==> config.mk <==
export PLATFORM = sky130hd
export DESIGN_NAME = sprite_motion_ctrl
export DESIGN_NICKNAME = d
export VERILOG_FILES = /design/src/rtl/sprite_pkg.sv /design/src/rtl/sprite_motion_ctrl_axis_stepper.sv /design/src/rtl/sprite_motion_ctrl.sv
export SDC_FILE = /design/constraint.sdc
export NUM_CORES = 1
export LEC_CHECK = 0
export ABC_AREA = 1
export BUFFER_PORTS_ARGS = -buffer_cell sky130_fd_sc_hd__buf_2
export CORE_MARGIN = 2
export CORE_UTILIZATION = 55
export DETAILED_ROUTE_END_ITERATION = 7
export GPL_TIMING_DRIVEN = 0
export PLACE_DENSITY = 0.76
export SLEW_MARGIN = 20
export SYNTH_ARGS = -nofsm -noshare
export SYNTH_HDL_FRONTEND = slang
export SYNTH_SLANG_ARGS = --single-unit
==> constraint.sdc <==
create_clock -name clk -period 2.79 [get_ports clk]
set_clock_uncertainty 0.05 [all_clocks]
set_input_delay 0.558 -clock clk [delete_from_list [all_inputs] [get_ports clk]]
set_output_delay 0.558 -clock clk [all_outputs]
set_load 0.005 [all_outputs]
==> src/rtl/sprite_pkg.sv <==
// Shared types and default video geometry for the sprite motion controller.
package sprite_pkg;

  localparam int H_ACTIVE = 640;
  localparam int V_ACTIVE = 480;
  localparam int SPRITE_W = 64;
  localparam int SPRITE_H = 64;

  typedef logic [9:0] coord_t;

  // 1 = positive direction (right / down)
  typedef logic dir_t;

  typedef enum logic [1:0] {
    IDLE   = 2'd0,
    CALC   = 2'd1,
    COMMIT = 2'd2
  } motion_state_t;

endpackage

==> src/rtl/sprite_motion_ctrl_axis_stepper.sv <==
// Combinational next-position calculator for one axis (auto bounce or manual).
module axis_stepper
  import sprite_pkg::*;
(
  input  coord_t     i_pos,
  input  logic [3:0] i_step,
  input  dir_t       i_dir,
  input  coord_t     i_max,
  input  logic       i_auto,
  input  logic       i_plus,
  input  logic       i_minus,
  output coord_t     o_next,
  output dir_t       o_next_dir,
  output logic       o_bounce
);

  logic signed [10:0] w_pos;
  logic signed [10:0] w_step;
  logic signed [10:0] w_max;
  logic signed [10:0] w_cand;

  // Signed 11-bit intermediates so a move below zero stays visible as negative.
  always_comb begin
    w_pos      = $signed({1'b0, i_pos});
    w_step     = $signed({7'b000_0000, i_step});
    w_max      = $signed({1'b0, i_max});
    w_cand     = w_pos;
    o_next     = i_pos;
    o_next_dir = i_dir;
    o_bounce   = 1'b0;
    if (i_step == 4'd0) begin
      // Zero step (also used for pause): hold position, no bounce.
      o_next     = i_pos;
      o_next_dir = i_dir;
      o_bounce   = 1'b0;
    end else if (i_auto) begin
      w_cand = i_dir ? (w_pos + w_step) : (w_pos - w_step);
      if (w_cand >= w_max) begin
        o_next     = i_max;
        o_next_dir = ~i_dir;
        o_bounce   = 1'b1;
      end else if (w_cand <= 11'sd0) begin
        o_next     = 10'd0;
        o_next_dir = ~i_dir;
        o_bounce   = 1'b1;
      end else begin
        o_next     = w_cand[9:0];
      end
    end else begin
      // Manual: opposing buttons cancel; clamping never bounces or flips.
      if (i_plus && !i_minus) begin
        w_cand = w_pos + w_step;
      end else if (i_minus && !i_plus) begin
        w_cand = w_pos - w_step;
      end else begin
        w_cand = w_pos;
      end
      if (w_cand > w_max) begin
        o_next = i_max;
      end else if (w_cand < 11'sd0) begin
        o_next = 10'd0;
      end else begin
        o_next = w_cand[9:0];
      end
    end
  end

endmodule

==> src/rtl/sprite_motion_ctrl.sv <==
// Frame-synchronous sprite position controller: latch at frame start,
// compute into shadows, then commit, so a frame never sees a partial update.
module sprite_motion_ctrl
  import sprite_pkg::*;
#(
  parameter int H_ACTIVE_P = H_ACTIVE,
  parameter int V_ACTIVE_P = V_ACTIVE,
  parameter int SPRITE_W_P = SPRITE_W,
  parameter int SPRITE_H_P = SPRITE_H,
  parameter int X_INIT     = 288,
  parameter int Y_INIT     = 208
) (
  input  logic       clk,
  input  logic       rst,
  input  logic       frame_start,
  input  logic       mode,
  input  logic       pause,
  input  logic       btn_up,
  input  logic       btn_down,
  input  logic       btn_left,
  input  logic       btn_right,
  input  logic [3:0] step,
  output coord_t     posx,
  output coord_t     posy,
  output logic       bounce_x,
  output logic       bounce_y,
  output logic       overrun,
  output logic       busy
);

  localparam coord_t XMAX   = coord_t'(H_ACTIVE_P - SPRITE_W_P);
  localparam coord_t YMAX   = coord_t'(V_ACTIVE_P - SPRITE_H_P);
  localparam coord_t XSTART = coord_t'(X_INIT);
  localparam coord_t YSTART = coord_t'(Y_INIT);

  motion_state_t r_state, w_state_nxt;

  logic       r_mode, r_pause;
  logic [3:0] r_step;
  logic       r_up, r_down, r_left, r_right;
  coord_t     r_nx, r_ny;
  dir_t       r_ndx, r_ndy, r_dir_x, r_dir_y;
  logic       r_bx, r_by;

  logic [3:0] w_step_eff;
  coord_t     w_nx, w_ny;
  dir_t       w_ndx, w_ndy;
  logic       w_bx, w_by;

  assign w_step_eff = r_pause ? 4'd0 : r_step;

  axis_stepper u_axis_x (
    .i_pos      (posx),
    .i_step     (w_step_eff),
    .i_dir      (r_dir_x),
    .i_max      (XMAX),
    .i_auto     (r_mode),
    .i_plus     (r_right),
    .i_minus    (r_left),
    .o_next     (w_nx),
    .o_next_dir (w_ndx),
    .o_bounce   (w_bx)
  );

  axis_stepper u_axis_y (
    .i_pos      (posy),
    .i_step     (w_step_eff),
    .i_dir      (r_dir_y),
    .i_max      (YMAX),
    .i_auto     (r_mode),
    .i_plus     (r_down),
    .i_minus    (r_up),
    .o_next     (w_ny),
    .o_next_dir (w_ndy),
    .o_bounce   (w_by)
  );

  // Next-state logic: one cycle per state, frame start only accepted in IDLE.
  always_comb begin
    w_state_nxt = r_state;
    case (r_state)
      IDLE:    w_state_nxt = frame_start ? CALC : IDLE;
      CALC:    w_state_nxt = COMMIT;
      COMMIT:  w_state_nxt = IDLE;
      default: w_state_nxt = IDLE;
    endcase
  end

  // State register.
  always_ff @(posedge clk or negedge rst) begin
    if (!rst) begin
      r_state <= IDLE;
    end else begin
      r_state <= w_state_nxt;
    end
  end

  // Input latch, shadow computation, commit and registered status outputs.
  always_ff @(posedge clk or negedge rst) begin
    if (!rst) begin
      r_mode   <= 1'b0;
      r_pause  <= 1'b0;
      r_step   <= 4'd0;
      r_up     <= 1'b0;
      r_down   <= 1'b0;
      r_left   <= 1'b0;
      r_right  <= 1'b0;
      r_nx     <= XSTART;
      r_ny     <= YSTART;
      r_ndx    <= 1'b1;
      r_ndy    <= 1'b1;
      r_bx     <= 1'b0;
      r_by     <= 1'b0;
      r_dir_x  <= 1'b1;
      r_dir_y  <= 1'b1;
      posx     <= XSTART;
      posy     <= YSTART;
      bounce_x <= 1'b0;
      bounce_y <= 1'b0;
      overrun  <= 1'b0;
      busy     <= 1'b0;
    end else begin
      bounce_x <= 1'b0;
      bounce_y <= 1'b0;
      overrun  <= frame_start && (r_state != IDLE);
      busy     <= (w_state_nxt != IDLE);
      case (r_state)
        IDLE: begin
          if (frame_start) begin
            r_mode  <= mode;
            r_pause <= pause;
            r_step  <= step;
            r_up    <= btn_up;
            r_down  <= btn_down;
            r_left  <= btn_left;
            r_right <= btn_right;
          end
        end
        CALC: begin
          r_nx  <= w_nx;
          r_ny  <= w_ny;
          r_ndx <= w_ndx;
          r_ndy <= w_ndy;
          r_bx  <= w_bx;
          r_by  <= w_by;
        end
        COMMIT: begin
          posx     <= r_nx;
          posy     <= r_ny;
          r_dir_x  <= r_ndx;
          r_dir_y  <= r_ndy;
          bounce_x <= r_bx;
          bounce_y <= r_by;
        end
        default: begin
          r_mode <= 1'b0;
        end
      endcase
    end
  end

endmodule

== Yosys cells after proc, flatten, opt, wreduce, memory -nomap -nowiden ==
Cells that the tools add are included.
Widths: inputs -> output; s select.

* Latch bits: 0
* Memory bits (writable): 0
* ROM bits: 0
* Bits of input ports: 13
* Bits in registers: 62
* Memories: 0

* Div/mod/pow operators: 0
* Shifts and indexed selects: 0
* Bitwise gates (word level): 3
* Order comparisons: 8
* Equality and inequality tests: 3
* Multiplexer cells: 45
* Multipliers: 0
* Add/sub/neg operators: 4
* Reduce and logical (&&, ||, !) cells: 16

{| class="wikitable"
|+ Operators with widths
! cell !! count
|-
| $mux 10 || 12
|-
| $mux 11 || 10
|-
| $add 10x4->11 || 2
|-
| $le 11x1->1 const B || 2
|-
| $lt 11x1->1 const B || 2
|-
| $sub 10x4->11 || 2
|-
| $mux 1 || 20
|-
| $ge 11x10->1 const B || 1
|-
| $ge 11x11->1 const B || 1
|-
| $gt 11x10->1 const B || 1
|-
| $gt 11x11->1 const B || 1
|-
| $logic_and 1x1->1 || 5
|-
| $logic_not 1->1 || 4
|-
| $logic_not 4->1 || 1
|-
| $mux 4 || 1
|-
| $pmux 2 s2 || 1
|-
| $reduce_and 2->1 || 2
|-
| $reduce_bool 2->1 || 2
|-
| $not 1->1 || 3
|-
| $eq 2x1->1 const B || 1
|-
| $eq 2x2->1 const B || 1
|-
| $logic_not 2->1 || 1
|-
| $ne 2x2->1 const B || 1
|-
| $pmux 1 s2 || 1
|-
| $reduce_or 2->1 || 1
|}

== Longest topological paths before layout ==
Gate-level depths: netlist (run 1).

* Depth in word-level cells: 11
* Gate-level depth with buffers: 23
* Gate-level depth less buffers: 23

== By module ==
A second synthesis (run 1) with hierarchy kept.

* Cells, all modules: 1123
* Area, all modules: 6994.2 µm²

{| class="wikitable"
|+ By module, submodules not included
! module !! times used !! cells each !! area an instance (µm²) !! sequential area each (µm²)
|-
| sprite_motion_ctrl || 1 || 243 || 2397.3 || 1569.0
|-
| axis_stepper at u_axis_y || 1 || 451 || 2332.2 || 0.0
|-
| axis_stepper at u_axis_x || 1 || 429 || 2264.7 || 0.0
|}

== Worst setup path before layout (run 1) ==
OpenSTA, ideal clock, no wires.

* Path kind: register to register
* Start point: reg r_pause
* End point: reg r_ny[8]
* Buffers on the path: 0
* Cell stages (with the launch flop): 16
* Arrival: 2.487 ns
* Path slack: 0.131 ns
* Cell sequence: dfrtp_1 nor2_1 ha_1 inv_1 fa_1 xor2_1 or2_2 and3_1 nor2_1 nand2_1 clkinv_1 nand3_2 nand2_4 nand2_1 nand2_1 a21oi_1

* Cells in the longest elaborated chain, start to end: 11

{| class="wikitable"
|+ RTL lines
! what !! line !! text
|-
| start: declaration || sprite_motion_ctrl.sv:38 || <nowiki>logic r_mode, r_pause;</nowiki>
|-
| start signal: assignment || sprite_motion_ctrl.sv:131 || <nowiki>r_pause <= pause;</nowiki>
|-
| $mux 4 * || sprite_motion_ctrl.sv:50 || <nowiki>assign w_step_eff = r_pause ? 4'd0 : r_step;</nowiki>
|-
| $sub 10x4->11 || sprite_motion_ctrl_axis_stepper.sv:37, sprite_motion_ctrl_axis_stepper.sv:54 ||
|-
| $mux 11 || sprite_motion_ctrl_axis_stepper.sv:53 || <nowiki>end else if (i_minus && !i_plus) begin</nowiki>
|-
| $mux 11 || sprite_motion_ctrl_axis_stepper.sv:51 || <nowiki>if (i_plus && !i_minus) begin</nowiki>
|-
| $mux 11 || sprite_motion_ctrl_axis_stepper.sv:36 || <nowiki>end else if (i_auto) begin</nowiki>
|-
| $mux 11 || sprite_motion_ctrl_axis_stepper.sv:31 || <nowiki>if (i_step == 4'd0) begin</nowiki>
|-
| $lt 11x1->1 || sprite_motion_ctrl_axis_stepper.sv:60 || <nowiki>end else if (w_cand < 11'sd0) begin</nowiki>
|-
| $mux 10 || sprite_motion_ctrl_axis_stepper.sv:60 ||
|-
| $mux 10 || sprite_motion_ctrl_axis_stepper.sv:58 || <nowiki>if (w_cand > w_max) begin</nowiki>
|-
| $mux 10 || sprite_motion_ctrl_axis_stepper.sv:36 ||
|-
| $mux 10 * || sprite_motion_ctrl_axis_stepper.sv:31 ||
|-
| end signal: assignment || sprite_motion_ctrl.sv:141 || <nowiki>r_ny <= w_ny;</nowiki>
|-
| end: declaration || sprite_motion_ctrl.sv:41 || <nowiki>coord_t r_nx, r_ny;</nowiki>
|}

Every way passes the cells marked *; elsewhere a longest branch is shown, timed or not. The select of a mux whose other input is x is not followed.
A chain may end at the register's enable or synchronous reset.

== Worst setup path after layout (run 1) ==
* Start point: reg r_pause
* End point: reg r_ndy

* Cells in the longest elaborated chain, start to end: 8

{| class="wikitable"
|+ RTL lines
! what !! line !! text
|-
| $mux 4 * || sprite_motion_ctrl.sv:50 ||
|-
| $sub 10x4->11 / $add 10x4->11 (equally long branches) || sprite_motion_ctrl_axis_stepper.sv:37 || <nowiki>w_cand = i_dir ? (w_pos + w_step) : (w_pos - w_step);</nowiki>
|-
| $mux 11 || sprite_motion_ctrl_axis_stepper.sv:37 ||
|-
| $le 11x1->1 || sprite_motion_ctrl_axis_stepper.sv:42 || <nowiki>end else if (w_cand <= 11'sd0) begin</nowiki>
|-
| $mux 1 || sprite_motion_ctrl_axis_stepper.sv:42 ||
|-
| $mux 1 || sprite_motion_ctrl_axis_stepper.sv:38 || <nowiki>if (w_cand >= w_max) begin</nowiki>
|-
| $mux 1 || sprite_motion_ctrl_axis_stepper.sv:36 ||
|-
| $mux 1 * || sprite_motion_ctrl_axis_stepper.sv:31 ||
|-
| end signal: assignment || sprite_motion_ctrl.sv:143 || <nowiki>r_ndy <= w_ndy;</nowiki>
|-
| end: declaration || sprite_motion_ctrl.sv:42 || <nowiki>dir_t r_ndx, r_ndy, r_dir_x, r_dir_y;</nowiki>
|}

Every way passes the cells marked *; elsewhere a longest branch is shown, timed or not.

==> results of run 1 <==
cell type report:
| class | instances | area (um^2) | area share |
|---|---|---|---|
| plain buffers | 28 | 184 | 0.0281 |
| clock buffers | 10 | 128 | 0.0195 |
| clock inverters | 6 | 110 | 0.0168 |
| inverters | 102 | 407 | 0.0622 |
| multi-input cells | 678 | 3700 | 0.566 |
| flip-flops and latches | 62 | 1570 | 0.240 |
| well taps | 133 | 166 | 0.0255 |
| repair buffers | 47 | 269 | 0.0412 |
worst max-delay path: stages, from the launching register on:
cell and delay (ns):
dfrtp_1 0.42, nor2_4 0.29, ha_4 0.18, inv_1 0.05, fa_2 0.35, xor2_1 0.18
o21ai_1 0.22, nand3_1 0.17, nor2_2 0.15, nand2_2 0.10, nor2_4 0.13, a21oi_4 0.11
nand2_2 0.08, nand2_1 0.08, nand2_1 0.09, nand3_1 0.07, nand2_1 0.07
sequential cells by signal (all words and copies together), names as in the netlist, 2 cells and up:
register / count
posy: 10
posx: 10
r_state: 2
r_nx: 10
r_step: 4
r_ny: 10
placed cells by master (no fill, tap or decap), types with 13 or more instances in the layout:
cell type and instances:
inv_1 75, nand3_2 16, a21oi_1 16, nand2_1 285, buf_2 39, inv_2 15, dfstp_2 14, nand4_1 13
nor2_1 55, dfrtp_1 47, nand3_1 104, nand2_2 40, clkbuf_1 15, o21ai_0 47
stage by stage:
stage	area [um^2]	setup slack, ns	hold slack [ns]	power (mW)	instances
final	6540	-0.0621	0.220	9.16	1066
after global routing	6540	-0.226	0.299	9.99	1066
after CTS	6330	-0.00175	0.248	8.59	1057
after detailed placement	5990	-0.326	0.405	7.50	1038
after global placement	5990	-0.330	0.400	7.42	1038
after floorplan	5640	0.131	0.212	6.05	869
synth_stat cells, types with 2 or more instances:
| cell type | count |
|---|---|
| nor2_4 | 8 |
| dfrtp_1 | 48 |
| nor3_2 | 2 |
| nand3_2 | 11 |
| a21oi_4 | 4 |
| nand2_4 | 2 |
| clkinv_1 | 5 |
| a21oi_2 | 2 |
| nand4_1 | 13 |
| inv_6 | 2 |
| dfstp_2 | 14 |
| o211ai_1 | 5 |
| inv_2 | 10 |
| buf_6 | 8 |
| nand3_1 | 110 |
| inv_1 | 81 |
| nor3_1 | 5 |
| and2_1 | 2 |
| nand2_1 | 302 |
| nor2_2 | 7 |
| fa_1 | 4 |
| o21ai_1 | 4 |
| buf_2 | 4 |
| a31oi_1 | 2 |
| nor2_1 | 59 |
| nand3b_1 | 2 |
| o21ai_0 | 52 |
| o21ai_2 | 2 |
| nand2_2 | 27 |
| inv_4 | 4 |
| clkbuf_1 | 14 |
| a21oi_1 | 18 |
| ha_1 | 19 |
| and3_1 | 4 |
kinds of logic after synthesis:
group | after synthesis | share of synthesized area
simple gates | 560 | 0.461
compound gates | 92 | 0.0965
mux | 1 | 0.00200
flops | 62 | 0.278
xor+xnor | 1 | 0.00155
fa+ha+maj | 23 | 0.0563
buf+inv | 130 | 0.104
report_power, final:
group | leakage (nW) | switching (mW) | internal [mW]
Clock | 0.112 | 0.377 | 0.592
Sequential | 0.756 | 0.350 | 1.30
Combinational | 2.48 | 4.29 | 2.25
how the worst min path moves through the flow:
| stage | start | endpoint | depth (start not counted) |
|---|---|---|---|
| final | rst | r_right | 1 |
| after detailed placement | r_bx | bounce_x | 2 |
| after global routing | rst | r_step[0] | 1 |
| after global placement | r_by | bounce_y | 2 |
| after CTS | rst | r_right | 1 |
| after floorplan | rst | bounce_x | 0 |
layer usage:
layer,global-route usage,share of wire
met1,0.396,0.41
met2,0.558,0.49
met3,0.0340,0.050
met4,0.165,0.051
met5,0,0
timing repair:
item / 4_1_cts / 5_1_grt
gates cloned: 0 / 1
endpoints found under the setup margin: 22 / 22
pin swaps: 4 / 32
gates resized for setup: 23 / 43
hold buffers: 0 / 0
buffers inserted: 3 / 8
==> flow_metrics.py, run 1 <==
metrics = {
    "sta": {
        "final_hold_viol_count": 0,
        "rsz0062_at_grt": "yes",
        "worst_slack_ns": -0.0621,
        "drv_slew": 0,
        "worstMarginPinSlew_ns": 0.770,
        "fin_tns_setup_ns": -0.156,
        "min_period_ns": 2.85,
        "setup_viol": 10,
        "fmaxAchievable_mhz": 351,
        "relSlewSlack": 0.487,
        "period_share": 1.02,
    },
    "grt": {
        "track_usage": 0.322,
        "grt_max_degree": 63,
        "grt_pass1_wl_um": 28200,
        "antenna_found_initial": 0,
        "gr-total-overflow": 0,
        "grt_pass1_vias": 5700,
    },
    "yosys": {
        "synth_area_mm2": 0.00564,
        "yosys.cell_types.count": 47,
        "synth.net_count": 905,
        "synth_top_area_frac": 0.213,
        "ys.flop_type": "dfrtp_1",
        "synthArstFlopShare": 1.00,
        "synthTopCellsByArea": "dfrtp_1 (21%), nand2_1 (20%), nand3_1 (9.8%)",
        "ys_seq_area_frac": 0.278,
        "yosysWarnings": 0,
        "synth_top_area_cell": "dfrtp_1",
        "synth_edf_count": 0,
        "postSynthAreaPerCell_um2": 6.49,
        "syn_inst": 869,
        "ys_ff_latch": 62,
    },
    "critical_path": {
        "endpoint": "r_ndy",
        "crit_arrival_ns": 3.09,
        "crit-reg2reg-capture": "r_ndy",
        "crit_required_ns": 3.03,
        "path_max_fanout": 7,
        "startpoint": "r_pause",
        "worstSetupPathType": "reg -> reg",
        "cp-end-kind": "register",
        "reg2reg_from": "r_pause",
        "reg2regPathDepth": 16,
        "r2r_slack_ns": -0.06,
        "worstSetupStartpointType": "register",
    },
    "power_and_ir_drop": {
        "max-vdd-ir-drop_v": 0.000719,
        "power_density_mw_per_mm2": 1400,
        "leakage_nw": 3.35,
    },
    "cts": {
        "htree_levels": 3,
        "clock_path_buffers": 2,
        "insertion_delay_ns": 0.35,
        "clkTransAtPathRegs_ns": 0.07,
        "numCtsBuffers": 9,
        "tritoncts": "built",
        "clock-root-buffer": "clkbuf_8",
        "cts.sinks": 62,
    },
    "floorplan": {
        "fp-row-count": 36,
        "io_pins": 37,
        "die_w_um": 105,
        "die_y_um": 105,
        "coreArea_mm2": 0.00986,
        "start_util": 0.572,
        "die_area_mm2": 0.0111,
    },
    "finish": {
        "n_fill_cell": 907,
        "layout-drive-gt1-share": 0.241,
        "final_nets": 964,
        "antennaDiodeCount": 0,
        "area_growth_pct": 15.9,
        "final_util": 0.662,
    },
    "status": {
        "violations": "setup timing",
        "status": "complete, but fails checks",
    },
    "flow_run": {
        "maxCapViolations": 0,
    },
    "place": {
        "dp_hpwl_um": 13100,
        "gp_congestion": 0.954,
        "io_buffers": 36,
    },
    "detailed_routing": {
        "route.detailed.drc": 0,
        "vias_per_cell": 5.61,
        "vias": 5977,
        "antenna_left": 0,
        "wl_per_cell_um": 16.5,
        "wl_um": 17600,
        "initialDrtViolationCount": 430,
        "dr.pass1.iters": 5,
    },
    "hold_path": {
        "hold_class": "in -> async",
    },
}
Power figures use the tool's default switching activity.
==> run 2: changes to the inputs <==
--- a/config.mk
+++ b/config.mk
@@ -7,7 +7,6 @@
 export LEC_CHECK = 0
 export ABC_AREA = 1
 export BUFFER_PORTS_ARGS = -buffer_cell sky130_fd_sc_hd__buf_2
-export CORE_MARGIN = 2
 export CORE_UTILIZATION = 55
 export DETAILED_ROUTE_END_ITERATION = 7
 export GPL_TIMING_DRIVEN = 0
==> flow_metrics.py, run 2 (synthesis gave the netlist of run 1 again) <==
metrics = {
    "cts": {
        "tritoncts": "built",
        "clkTransAtPathRegs_ns": 0.07,
        "cts.sinks": 62,
        "htree_levels": 3,
        "insertion_delay_ns": 0.35,
        "ctsHoldBuffers": 0,
        "numCtsBuffers": 9,
        "clock_path_buffers": 2,
        "clock-root-buffer": "clkbuf_8",
    },
    "hold_path": {
        "hold_class": "in -> async",
    },
    "critical_path": {
        "cp-end-kind": "register",
        "path_max_fanout": 8,
        "path_buf_inv": 0,
        "crit_chain": "nor2_4 -> ha_4 -> fa_2 -> or2_1 -> o211ai_1 -> nand2_1 -> nor2_1 -> nand2_1 -> nor2_1 -> nand2_1 -> nand2_1 -> nand2_2 -> nand2_4 -> nand2_2 -> nand2_1 -> nand2_1 -> nand2_1 -> nand2_1",
        "crit_top_cell": "nand2_1",
        "worstSetupPathType": "reg -> reg",
        "path_delay_family": "simple AND/OR/NAND/NOR gates",
        "slowest_delay_ns": 0.44,
        "startpoint": "r_pause",
        "crit_required_ns": 2.98,
        "crit_arrival_ns": 3.04,
        "worstSetupStartpointType": "register",
        "cp_slowest_cell": "fa_2",
        "reg2reg_from": "r_pause",
    },
    "power_and_ir_drop": {
        "finalPower_mw": 9.16,
        "internal-power_mw": 4.04,
        "max-vdd-ir-drop_v": 0.000823,
        "p_clk_frac": 0.089,
        "power_density_mw_per_mm2": 1400,
        "leakage_nw": 3.36,
        "switching_share": 0.559,
        "p_sw_mw": 5.12,
        "p_comb_frac": 0.730,
        "pwr-share-seq": 0.181,
    },
    "detailed_routing": {
        "vias_per_cell": 5.67,
        "dr.pass1.iters": 5,
        "wl_per_cell_um": 16.7,
        "vias": 6064,
        "wl_um": 17800,
        "antenna_left": 0,
        "route.detailed.drc": 0,
        "initialDrtViolationCount": 539,
    },
    "grt": {
        "track_usage": 0.358,
        "grt_pass1_vias": 5645,
        "grt_pass1_wl_um": 28600,
        "antenna_found_initial": 0,
        "grt_max_degree": 63,
        "gr-total-overflow": 0,
    },
    "sta": {
        "period_share": 1.02,
        "drv_slew": 0,
        "worst_slack_ns": -0.0583,
        "rsz0062_at_grt": "yes",
        "min_period_ns": 2.85,
        "setup_viol": 11,
        "fmaxAchievable_mhz": 351,
        "fin_tns_setup_ns": -0.234,
        "relSlewSlack": 0.485,
        "worstMarginPinSlew_ns": 0.773,
        "hold_slack_ns": 0.225,
        "final_hold_viol_count": 0,
    },
    "flow_run": {
        "maxCapViolations": 0,
    },
    "finish": {
        "layout.cells.non_filler": 1069,
        "area_growth_pct": 15.9,
        "n_fill_cell": 918,
        "mostFrequentLayoutCell": "nand2_1",
        "layout_common_cells": "nand2_1 (283), nand3_1 (101), inv_1 (74), nor2_1 (57), o21ai_0 (49)",
        "final_nets": 967,
        "final_cell_area_mm2": 0.00654,
        "layout-drive-gt1-share": 0.249,
        "antennaDiodeCount": 0,
        "seq_area_mm2": 0.00157,
        "multi_input_area_mm2": 0.00370,
    },
    "place": {
        "postPlaceCellArea_mm2": 0.00599,
        "dp_hpwl_um": 13100,
        "dp_cells": 1038,
        "gp_congestion": 0.995,
        "io_buffers": 36,
    },
    "floorplan": {
        "io_pins": 37,
        "die_y_um": 103,
        "die_w_um": 103,
        "die_area_mm2": 0.0107,
        "start_util": 0.572,
        "fp-row-count": 36,
        "coreArea_mm2": 0.00986,
    },
    "status": {
        "violations": "setup timing",
        "status": "complete, but fails checks",
    },
}
[run 2: per-layer routing]
layer  GRT usage  vias up  wire, um
met3      0.0692       68      1090
met5           0        -         0
met1       0.442     2828      7310
li1            -     2910         -
met4       0.219        0       964
met2       0.580      258      8460
[run 2: repair_timing]
action,CTS,global route
cloned,0,1
pin swaps,5,39
buffers inserted,4,10
gates resized for setup,13,57
endpoints found under the setup margin,22,22
[run 2: cell type report]
| type | count | share of cell area |
|---|---|---|
| flip-flops and latches | 62 | 0.240 |
| plain buffers | 28 | 0.0281 |
| clock inverters | 7 | 0.0113 |
| well taps | 133 | 0.0255 |
| clock buffers | 9 | 0.0190 |
| repair buffers | 50 | 0.0471 |
| multi-input cells | 678 | 0.567 |
| inverters | 102 | 0.0622 |
[run 2: final timing paths]
check / end / slack (ns) / cells past startpoint
max reg2reg: r_nx[6] / -0.06 / 18
min: r_right / 0.23 / 1
min in group clk: r_down / 0.35 / 3
max in group asynchronous: posy[0] / 1.92 / 1
max: r_nx[6] / -0.06 / 18
min reg2reg: bounce_x / 0.42 / 2
[run 2: per-stage QoR]
| step | util | worst slack, ns |
|---|---|---|
| after floorplan | - | 0.131 |
| final | 0.662 | -0.0583 |
| after detailed placement | 0.607 | -0.345 |
| after CTS | 0.633 | -0.0307 |
| after global routing | 0.662 | -0.288 |
| after global placement | 0.607 | -0.372 |
[run 2: worst reg2reg max path: cells and delay by family (launching register included)]
kind            cells  cell delay [ns]
compound gates      1             0.15
fa+ha+maj           2             0.64
flops               1             0.42
simple gates       15             1.50
[run 2: power groups by stage]
| stage | combinational, mW | sequential [mW] | clock (mW) |
|---|---|---|---|
| floorplan | 4.49 | 1.56 | 0 |
| global placement | 5.77 | 1.63 | 0 |
| global route | 7.42 | 1.70 | 0.853 |
| finish | 6.69 | 1.66 | 0.813 |
| detailed placement | 5.86 | 1.64 | 0 |
| CTS | 5.94 | 1.64 | 0.822 |
